<file path="src/rtl/vco_freq_meter_if.sv">
// Sample stream in, period/amplitude reports out, for the VCO frequency meter.
interface vco_freq_meter_if #(
    parameter int W     = 14,
    parameter int CNT_W = 16
);
    logic                 in_valid;
    logic signed [W-1:0]  x;
    logic                 period_valid;
    logic [CNT_W-1:0]     period;
    logic signed [W-1:0]  amp;
    logic                 timeout;

    // Sample source side
    modport master (
        output in_valid, x,
        input  period_valid, period, amp, timeout
    );

    // Meter side
    modport slave (
        input  in_valid, x,
        output period_valid, period, amp, timeout
    );
endinterface

</file>
<file path="src/rtl/vco_freq_meter.sv">
// Measures the averaged period and peak amplitude of a signed sample stream.
// A hysteresis comparator finds rising zero crossings; valid samples between
// crossings are counted and summed over 2^LOG2_NPER periods per report.
module vco_freq_meter #(
    parameter int W         = 14,
    parameter int CNT_W     = 16,
    parameter int LOG2_NPER = 2,
    parameter int HYST      = 64
) (
    input  logic            clk,
    input  logic            reset,
    vco_freq_meter_if.slave bus
);
    localparam int SUM_W = CNT_W + LOG2_NPER;
    localparam logic signed [W-1:0]  HYST_P    = W'(HYST);
    localparam logic signed [W-1:0]  HYST_N    = -HYST_P;
    localparam logic [CNT_W-1:0]     CNT_MAX   = {CNT_W{1'b1}};
    localparam logic [LOG2_NPER-1:0] NPER_LAST = {LOG2_NPER{1'b1}};

    typedef enum logic [0:0] {
        ST_SEEK    = 1'b0,
        ST_MEASURE = 1'b1
    } state_t;

    state_t                 state_r, state_nxt_s;
    logic                   lvl_r, lvl_nxt_s;
    logic                   lvl_known_r, lvl_known_nxt_s;
    logic [CNT_W-1:0]       cnt_r, cnt_nxt_s;
    logic [SUM_W-1:0]       sum_r, sum_nxt_s;
    logic [LOG2_NPER-1:0]   nper_r, nper_nxt_s;
    logic signed [W-1:0]    amp_acc_r, amp_acc_nxt_s;
    logic [CNT_W-1:0]       period_r, period_nxt_s;
    logic signed [W-1:0]    amp_r, amp_nxt_s;
    logic                   period_valid_r, period_valid_nxt_s;
    logic                   timeout_r, timeout_nxt_s;

    logic                   hi_s, lo_s, rise_s, window_done_s;
    logic [CNT_W:0]         cnt_inc_s;
    logic [SUM_W:0]         win_sum_s;
    logic [SUM_W:0]         period_shift_s;
    logic signed [W-1:0]    amp_max_s;

    // Comparator, crossing detector and shared arithmetic
    assign hi_s           = (bus.x >= HYST_P);
    assign lo_s           = (bus.x < HYST_N);
    assign rise_s         = bus.in_valid & hi_s & lvl_known_r & ~lvl_r;
    assign cnt_inc_s      = {1'b0, cnt_r} + {{CNT_W{1'b0}}, 1'b1};
    assign win_sum_s      = {1'b0, sum_r} + {{LOG2_NPER{1'b0}}, cnt_inc_s};
    assign period_shift_s = win_sum_s >> LOG2_NPER;
    assign amp_max_s      = (bus.x > amp_acc_r) ? bus.x : amp_acc_r;
    assign window_done_s  = (nper_r == NPER_LAST);

    // State and datapath registers with synchronous reset
    always_ff @(posedge clk) begin
        if (reset) begin
            state_r        <= ST_SEEK;
            lvl_r          <= 1'b0;
            lvl_known_r    <= 1'b0;
            cnt_r          <= {CNT_W{1'b0}};
            sum_r          <= {SUM_W{1'b0}};
            nper_r         <= {LOG2_NPER{1'b0}};
            amp_acc_r      <= {W{1'b0}};
            period_r       <= {CNT_W{1'b0}};
            amp_r          <= {W{1'b0}};
            period_valid_r <= 1'b0;
            timeout_r      <= 1'b0;
        end else begin
            state_r        <= state_nxt_s;
            lvl_r          <= lvl_nxt_s;
            lvl_known_r    <= lvl_known_nxt_s;
            cnt_r          <= cnt_nxt_s;
            sum_r          <= sum_nxt_s;
            nper_r         <= nper_nxt_s;
            amp_acc_r      <= amp_acc_nxt_s;
            period_r       <= period_nxt_s;
            amp_r          <= amp_nxt_s;
            period_valid_r <= period_valid_nxt_s;
            timeout_r      <= timeout_nxt_s;
        end
    end

    // Next-state: arm on a rising event, fall back to SEEK on counter timeout
    always_comb begin
        state_nxt_s = state_r;
        case (state_r)
            ST_SEEK: begin
                if (rise_s) begin
                    state_nxt_s = ST_MEASURE;
                end else begin
                    state_nxt_s = ST_SEEK;
                end
            end
            ST_MEASURE: begin
                if (bus.in_valid && !rise_s && (cnt_r == CNT_MAX)) begin
                    state_nxt_s = ST_SEEK;
                end else begin
                    state_nxt_s = ST_MEASURE;
                end
            end
            default: state_nxt_s = ST_SEEK;
        endcase
    end

    // Level tracker, period accumulation and report outputs
    always_comb begin
        lvl_nxt_s          = lvl_r;
        lvl_known_nxt_s    = lvl_known_r;
        cnt_nxt_s          = cnt_r;
        sum_nxt_s          = sum_r;
        nper_nxt_s         = nper_r;
        amp_acc_nxt_s      = amp_acc_r;
        period_nxt_s       = period_r;
        amp_nxt_s          = amp_r;
        period_valid_nxt_s = 1'b0;
        timeout_nxt_s      = 1'b0;

        // Samples inside the band leave the level untouched
        if (bus.in_valid && hi_s) begin
            lvl_nxt_s       = 1'b1;
            lvl_known_nxt_s = 1'b1;
        end else if (bus.in_valid && lo_s) begin
            lvl_nxt_s       = 1'b0;
            lvl_known_nxt_s = 1'b1;
        end else begin
            lvl_nxt_s       = lvl_r;
            lvl_known_nxt_s = lvl_known_r;
        end

        case (state_r)
            ST_SEEK: begin
                if (rise_s) begin
                    cnt_nxt_s     = {CNT_W{1'b0}};
                    sum_nxt_s     = {SUM_W{1'b0}};
                    nper_nxt_s    = {LOG2_NPER{1'b0}};
                    amp_acc_nxt_s = bus.x;
                end else begin
                    cnt_nxt_s     = cnt_r;
                end
            end
            ST_MEASURE: begin
                if (rise_s) begin
                    cnt_nxt_s = {CNT_W{1'b0}};
                    if (window_done_s) begin
                        // The event sample closes this window and opens the next
                        period_nxt_s       = period_shift_s[CNT_W-1:0];
                        amp_nxt_s          = amp_max_s;
                        period_valid_nxt_s = 1'b1;
                        sum_nxt_s          = {SUM_W{1'b0}};
                        nper_nxt_s         = {LOG2_NPER{1'b0}};
                        amp_acc_nxt_s      = bus.x;
                    end else begin
                        sum_nxt_s          = win_sum_s[SUM_W-1:0];
                        nper_nxt_s         = nper_r + LOG2_NPER'(1'b1);
                        amp_acc_nxt_s      = amp_max_s;
                    end
                end else if (bus.in_valid) begin
                    amp_acc_nxt_s = amp_max_s;
                    if (cnt_r == CNT_MAX) begin
                        timeout_nxt_s = 1'b1;
                        cnt_nxt_s     = {CNT_W{1'b0}};
                        sum_nxt_s     = {SUM_W{1'b0}};
                        nper_nxt_s    = {LOG2_NPER{1'b0}};
                    end else begin
                        cnt_nxt_s     = cnt_inc_s[CNT_W-1:0];
                    end
                end else begin
                    cnt_nxt_s = cnt_r;
                end
            end
            default: begin
                cnt_nxt_s = cnt_r;
            end
        endcase
    end

    assign bus.period_valid = period_valid_r;
    assign bus.period       = period_r;
    assign bus.amp          = amp_r;
    assign bus.timeout      = timeout_r;
endmodule

</file>
<file path="src/flat_wrapper.sv">
// flat-port wrapper written by rule: the top's interface ports become plain ports
module vco_freq_meter_flat 
#(
    parameter int W         = 14,
    parameter int CNT_W     = 16,
    parameter int LOG2_NPER = 2,
    parameter int HYST      = 64
)
  (clk, reset, bus_in_valid, bus_x, bus_period_valid, bus_period, bus_amp, bus_timeout);
  vco_freq_meter_if #(.W(W), .CNT_W(CNT_W)) bus_i ();
  input  logic clk;
  input  logic reset;
  input wire logic [$bits(bus_i.in_valid)-1:0] bus_in_valid;
  input wire logic [$bits(bus_i.x)-1:0] bus_x;
  output wire logic [$bits(bus_i.period_valid)-1:0] bus_period_valid;
  output wire logic [$bits(bus_i.period)-1:0] bus_period;
  output wire logic [$bits(bus_i.amp)-1:0] bus_amp;
  output wire logic [$bits(bus_i.timeout)-1:0] bus_timeout;
  assign bus_i.in_valid = bus_in_valid;
  assign bus_i.x = bus_x;
  assign bus_period_valid = bus_i.period_valid;
  assign bus_period = bus_i.period;
  assign bus_amp = bus_i.amp;
  assign bus_timeout = bus_i.timeout;
  vco_freq_meter #(.W(W), .CNT_W(CNT_W), .LOG2_NPER(LOG2_NPER), .HYST(HYST)) u_core (.clk(clk), .reset(reset), .bus(bus_i));
endmodule
</file>
<file path="config.mk">
export PLATFORM = sky130hd
export DESIGN_NAME = vco_freq_meter_flat
export DESIGN_NICKNAME = d
export VERILOG_FILES = /design/src/rtl/vco_freq_meter_if.sv /design/src/rtl/vco_freq_meter.sv /design/src/flat_wrapper.sv
export SDC_FILE = /design/constraint.sdc
export NUM_CORES = 1
export LEC_CHECK = 0
export ABC_AREA = 1
export BUFFER_PORTS_ARGS = -buffer_cell sky130_fd_sc_hd__buf_2
export CAP_MARGIN = 40
export CORE_UTILIZATION = 35
export CTS_CLUSTER_DIAMETER = 80
export DETAILED_ROUTE_END_ITERATION = 7
export PLACE_DENSITY_LB_ADDON = 0.3
export SYNTH_ARGS = -nofsm -noshare
export SYNTH_HDL_FRONTEND = slang
export SYNTH_SLANG_ARGS = --single-unit
</file>
<file path="constraint.sdc">
create_clock -name clk -period 6.4 [get_ports clk]
set_input_delay 0.64 -clock clk [delete_from_list [all_inputs] [get_ports clk]]
set_output_delay 0.64 -clock clk [all_outputs]
set_load 0.01 [all_outputs]
</file>
# Word-level counts from Yosys, hierarchy flattened
# Index checks and enable logic that the tools add are counted.
classes:
  add_sub_neg: 3
  magnitude_cmp: 3
  n_eq_ne: 5
  muxes: 32
  bitwise: 7
  reduce_logical: 11
ops:
  columns: ["cell", "n"]
  rows:
  - ["$mux W18", 5]
  - ["$mux W14", 5]
  - ["$mux W16", 4]
  - ["$pmux W18 S2", 1]
  - ["$pmux W16 S2", 1]
  - ["$pmux W14 S2", 1]
  - ["$add A18 B17 Y18", 1]
  - ["$add A16 B1 Y17 const B", 1]
  - ["$eq A16 B16 Y1 const B", 1]
  - ["$ge A14 B8 Y1 const B", 1]
  - ["$gt A14 B14 Y1", 1]
  - ["$lt A14 B7 Y1 const B", 1]
  - ["$mux W2", 5]
  - ["$mux W1", 8]
  - ["$ne A3 B3 Y1 const B", 2]
  - ["$reduce_and A3 Y1", 2]
  - ["$logic_and A1 B1 Y1", 4]
  - ["$not A1 Y1", 4]
  - ["$pmux W2 S2", 1]
  - ["$reduce_or A4 Y1", 1]
  - ["$and A1 B1 Y1", 3]
  - ["$reduce_or A3 Y1", 1]
  - ["$add A2 B1 Y2 const B", 1]
  - ["$eq A2 B2 Y1 const B", 1]
  - ["5 further kinds", 5]
word_totals:
  reg_bits: 85
  input_bits: 17
  output_inout_bits: 32
  word_cells: 72

# Logic depth before layout (Yosys ltp)
depth:
  word_depth: 9
  mapped_depth: 21
  depth_no_buf: 21

# Worst setup path after synthesis
# Ideal clock, no wire load.
synth_timing:
  path_type: "flip-flop to flip-flop"
  start: "reg u_core.cnt_r[0]"
  end: "reg u_core.period_r[15] (netlist: u_core.bus.period[15])"
  setup_ps: 56
  arrival_time_ps: 2369
  required_ps: 6344
  slack_ps: 3975
  path_stages_with_launch: 20
  path_buffers: 0
  period_less_slack_ps: 2425
  cell_sequence: "dfxtp_1 -> ha_1 -> nand3_1 -> inv_1 -> nand2_1 -> nor2_1 -> nand2_1 -> xor2_1 -> inv_2 -> ha_1 -> inv_1 -> o21bai_1 -> a21oi_1 -> nor2_1 -> nor2_1 -> nand2_1 -> nand2_1 -> nand2_1 -> a21o_1 -> inv_1"
synth_via:
  elab_chain_len: 2
synth_lines:
  columns: ["element", "line", "source"]
  rows:
  - ["start: declaration", "vco_freq_meter.sv:28", "logic [CNT_W-1:0] cnt_r, cnt_nxt_s;"]
  - ["start signal: assignment", "vco_freq_meter.sv:59", "cnt_r <= {CNT_W{1'b0}};"]
  - ["start signal: assignment", "vco_freq_meter.sv:71", "cnt_r <= cnt_nxt_s;"]
  - ["$add A16 B1 Y17", "vco_freq_meter.sv:47", "assign cnt_inc_s = {1'b0, cnt_r} + {{CNT_W{1'b0}}, 1'b1};"]
  - ["$add A18 B17 Y18", "vco_freq_meter.sv:48", "assign win_sum_s = {1'b0, sum_r} + {{LOG2_NPER{1'b0}}, cnt_inc_s};"]
  - ["end signal: assignment", "vco_freq_meter.sv:63", "period_r <= {CNT_W{1'b0}};"]
  - ["end signal: assignment", "vco_freq_meter.sv:75", "period_r <= period_nxt_s;"]
  - ["end: declaration", "vco_freq_meter.sv:32", "logic [CNT_W-1:0] period_r, period_nxt_s;"]
# No other way between the ends.
# A chain may end at the register's enable or synchronous reset.

# Worst setup path in the final report
# Ends and elaborated chain as after synthesis.

==> flow_summary.yaml <==
final_layout:
  syn_to_final_growth_pct: 12.84
  fin_cells: 1010
  fillerInstances: 1557
  drive_above_1_share: 0.1356
  fin_nets: 872
  diodes: 0
  final_util: 0.4084
  multi_input_area_sq_um: 3060
  final_area_sq_um: 6003
  seq_area_sq_um: 1702
die:
  dieArea_sq_um: 15700
  core-area_sq_um: 14700
  die_w_um: 125.3
  io_pins: 49
  num_rows: 44
  die_h_um: 125.3
  start_util: 0.3619
place:
  routabilityCongestion: 0.8712
  post_dp_cell_area_sq_um: 5695
  dp_hpwl_mm: 9.697
  dp_cells: 994
  dp_slack_ns: 3.285
  io_buffer_count: 48
timing:
  setup_viol: 0
  min_period_over_period: 0.4497
  relSlewSlack: 0.6117
  worst_slack_ns: 3.522
  max_freq_mhz: 347.5
  fin_worst_skew_ns: 0.005162
  finalHoldViolCount: 0
  fin_tns_setup_ns: 0
  layout_min_cycle_time_ns: 2.878
  slew_viol_final: 0
  worstMarginPinSlew_ns: 0.5810
  rsz0062_at_grt: "no"
  hold-worst-slack_ns: 0.4566
power_and_ir_drop:
  leakagePower_nw: 3.000
  power.density_nw_per_um2: 208.4
  power_mw: 1.251
  ir_drop_mv: 0.1570
routing:
  ant_nets: 0
  vias: 4932
  vias_per_cell: 4.883
  drtIter0Drc: 253
  drcViolationCount: 0
  wl_per_cell_um: 13.16
  firstDrtPassIters: 7
  totalWireLength_mm: 13.29
clock_network:
  cts_tree: "yes"
  cts_resized: 0
  clk_pin_slew_ns: 0.06
  htreeDepth: 3
  postCtsSetupBuffers: 0
  clk_latency_ns: 0.35
  ctsLongestPathBuffers: 2
  cts_root_buf: "clkbuf_16"
  ctsHoldBuffers: 0
  clkSinkCount: 85
  numCtsBuffers: 9
synthesis:
  syn_inst: 783
  ys.flop_type: "dfxtp_1"
  yosysTopAreaCell: "dfxtp_1"
  synth_edf_count: 0
  yosysWarnings: 0
  post_synth_instance_area_sq_um: 5320
  ys_top_cells_by_area: "dfxtp_1 (32%), nand2_1 (13%), ha_1 (7.8%), inv_1 (7.4%), nor2_1 (6.5%)"
  ys_ff_latch: 85
  yosysUniqueCellTypes: 41
  ys_async_sr_fraction: 0
  postSynthAreaPerCell_sq_um: 6.795
  synth_top_area_share: 0.3198
  yosysSeqAreaShare: 0.3198
  syn_nets: 834
setup_path:
  worstPathRequired_ns: 6.70
  crit_path_end_kind: "register"
  crit_chain: "ha_1 -> nand3_1 -> inv_1 -> nand2_1 -> nor2_1 -> nand2_1 -> xor2_1 -> inv_2 -> ha_1 -> inv_1 -> o21bai_1 -> a21oi_1 -> nor2_1 -> nor2_1 -> nand2_1 -> nand2_1 -> nand2_1 -> a21o_1 -> inv_1"
  cp_slowest_stage_delay_ns: 0.36
  cp.arrival_ns: 3.18
  crit_buf_inv: 4
  crit_type: "register to register"
  critPathMostFrequentCell: "nand2_1"
  crit_family: "simple AND/OR/NAND/NOR gates"
  crit_slowest_cell: "dfxtp_1"
  crit_fanout: 5
  cp-start-kind: "register"
status:
  status: "completed"
global_route:
  grt_pass1_wl_mm: 22.71
  grt_overflow: 0
  antenna_found_initial: 0
  grt_max_degree: 34
  grt_usage: 0.1795
  grt_pass1_vias: 4640
hold_path:
  hold_class: "register to register"
run:
  cap_violations: 0
[flip-flops by register name, summed over array words and instances (netlist names), 2 cells and up]
name,count
u_core.amp_acc_r,14
u_core.bus.amp,14
u_core.bus.period,16
u_core.cnt_r,16
u_core.nper_r,2
u_core.sum_r,18
[area by class of cell]
class,count,share of cell area
Tap cell,184,0.03835
Clock buffer,11,0.03877
Clock inverter,5,0.01251
Timing Repair Buffer,53,0.04835
Sequential cell,85,0.2835
Multi-Input combinational cell,562,0.5098
Inverter,110,0.06878
[worst min-delay path, cell delays in order, from the launching register on]
cell and delay, ns:
dfxtp_1 0.31, nand2_1 0.06, nand2_1 0.04
[layout by cell type (no fill, tap or decap), drive strengths merged, types with 2 or more instances in the layout]
cell    instances
a21o            3
a21oi          56
a22oi           8
a31oi           2
buf            53
bufinv          2
clkbuf         11
clkinv          3
dfxtp          85
ha             33
inv           110
nand2         192
nand3          68
nand4           7
nor2           98
nor3           11
nor4            3
o21ai          40
o21bai          3
o22ai           3
o31ai           6
xnor2           3
xor2           20
[path summary, 6_finish.rpt]
| kind | end | cells past startpoint | startpoint | slack [ns] |
|---|---|---|---|---|
| hold reg to reg | u_core.sum_r[7] | 2 | u_core.sum_r[7] | 0.46 |
| setup reg to reg | u_core.bus.period[15] | 19 | u_core.cnt_r[0] | 3.52 |
| hold / removal | u_core.sum_r[7] | 2 | u_core.sum_r[7] | 0.46 |
| setup / recovery | u_core.bus.period[15] | 19 | u_core.cnt_r[0] | 3.52 |
[per-layer routing]
metal  track usage  vias to the layer above  share of wire
li1              -                     2602              -
met1        0.2408                     2217           0.50
met2        0.2898                       97           0.44
met3       0.02353                       16          0.038
met4       0.07532                        0          0.019
met5             0                        -              0
[power breakdown]
part	total [mW]	internal [mW]	switching, mW
Combinational	0.146	0.0460	0.100
Sequential	0.542	0.537	0.00502
Clock	0.563	0.340	0.222
Total	1.25	0.924	0.327
[synthesized netlist by cell type, drive strengths merged, types with 6 or more instances]
cell type and number:
a22oi 8, nand3 68, buf 14, o21ai 40
ha 33, a21oi 56, nor3 11, nor2 98
xor2 20, inv 110, clkbuf 12, nand4 7
nand2 192, dfxtp 85, o31ai 6
[logic make-up (layout without fill, tap and decap cells)]
family	Yosys count	count (layout)	share of synthesized area
XOR/XNOR	23	23	0.03787
flip-flops	85	85	0.3198
adder cells (fa/ha/maj)	34	34	0.08137
AND/OR/NAND/NOR	383	383	0.3243
buffers and inverters	136	179	0.1058
AO/OA/AOI/OAI	122	122	0.1308
Note: power is estimated with default switching activity, not from simulation.
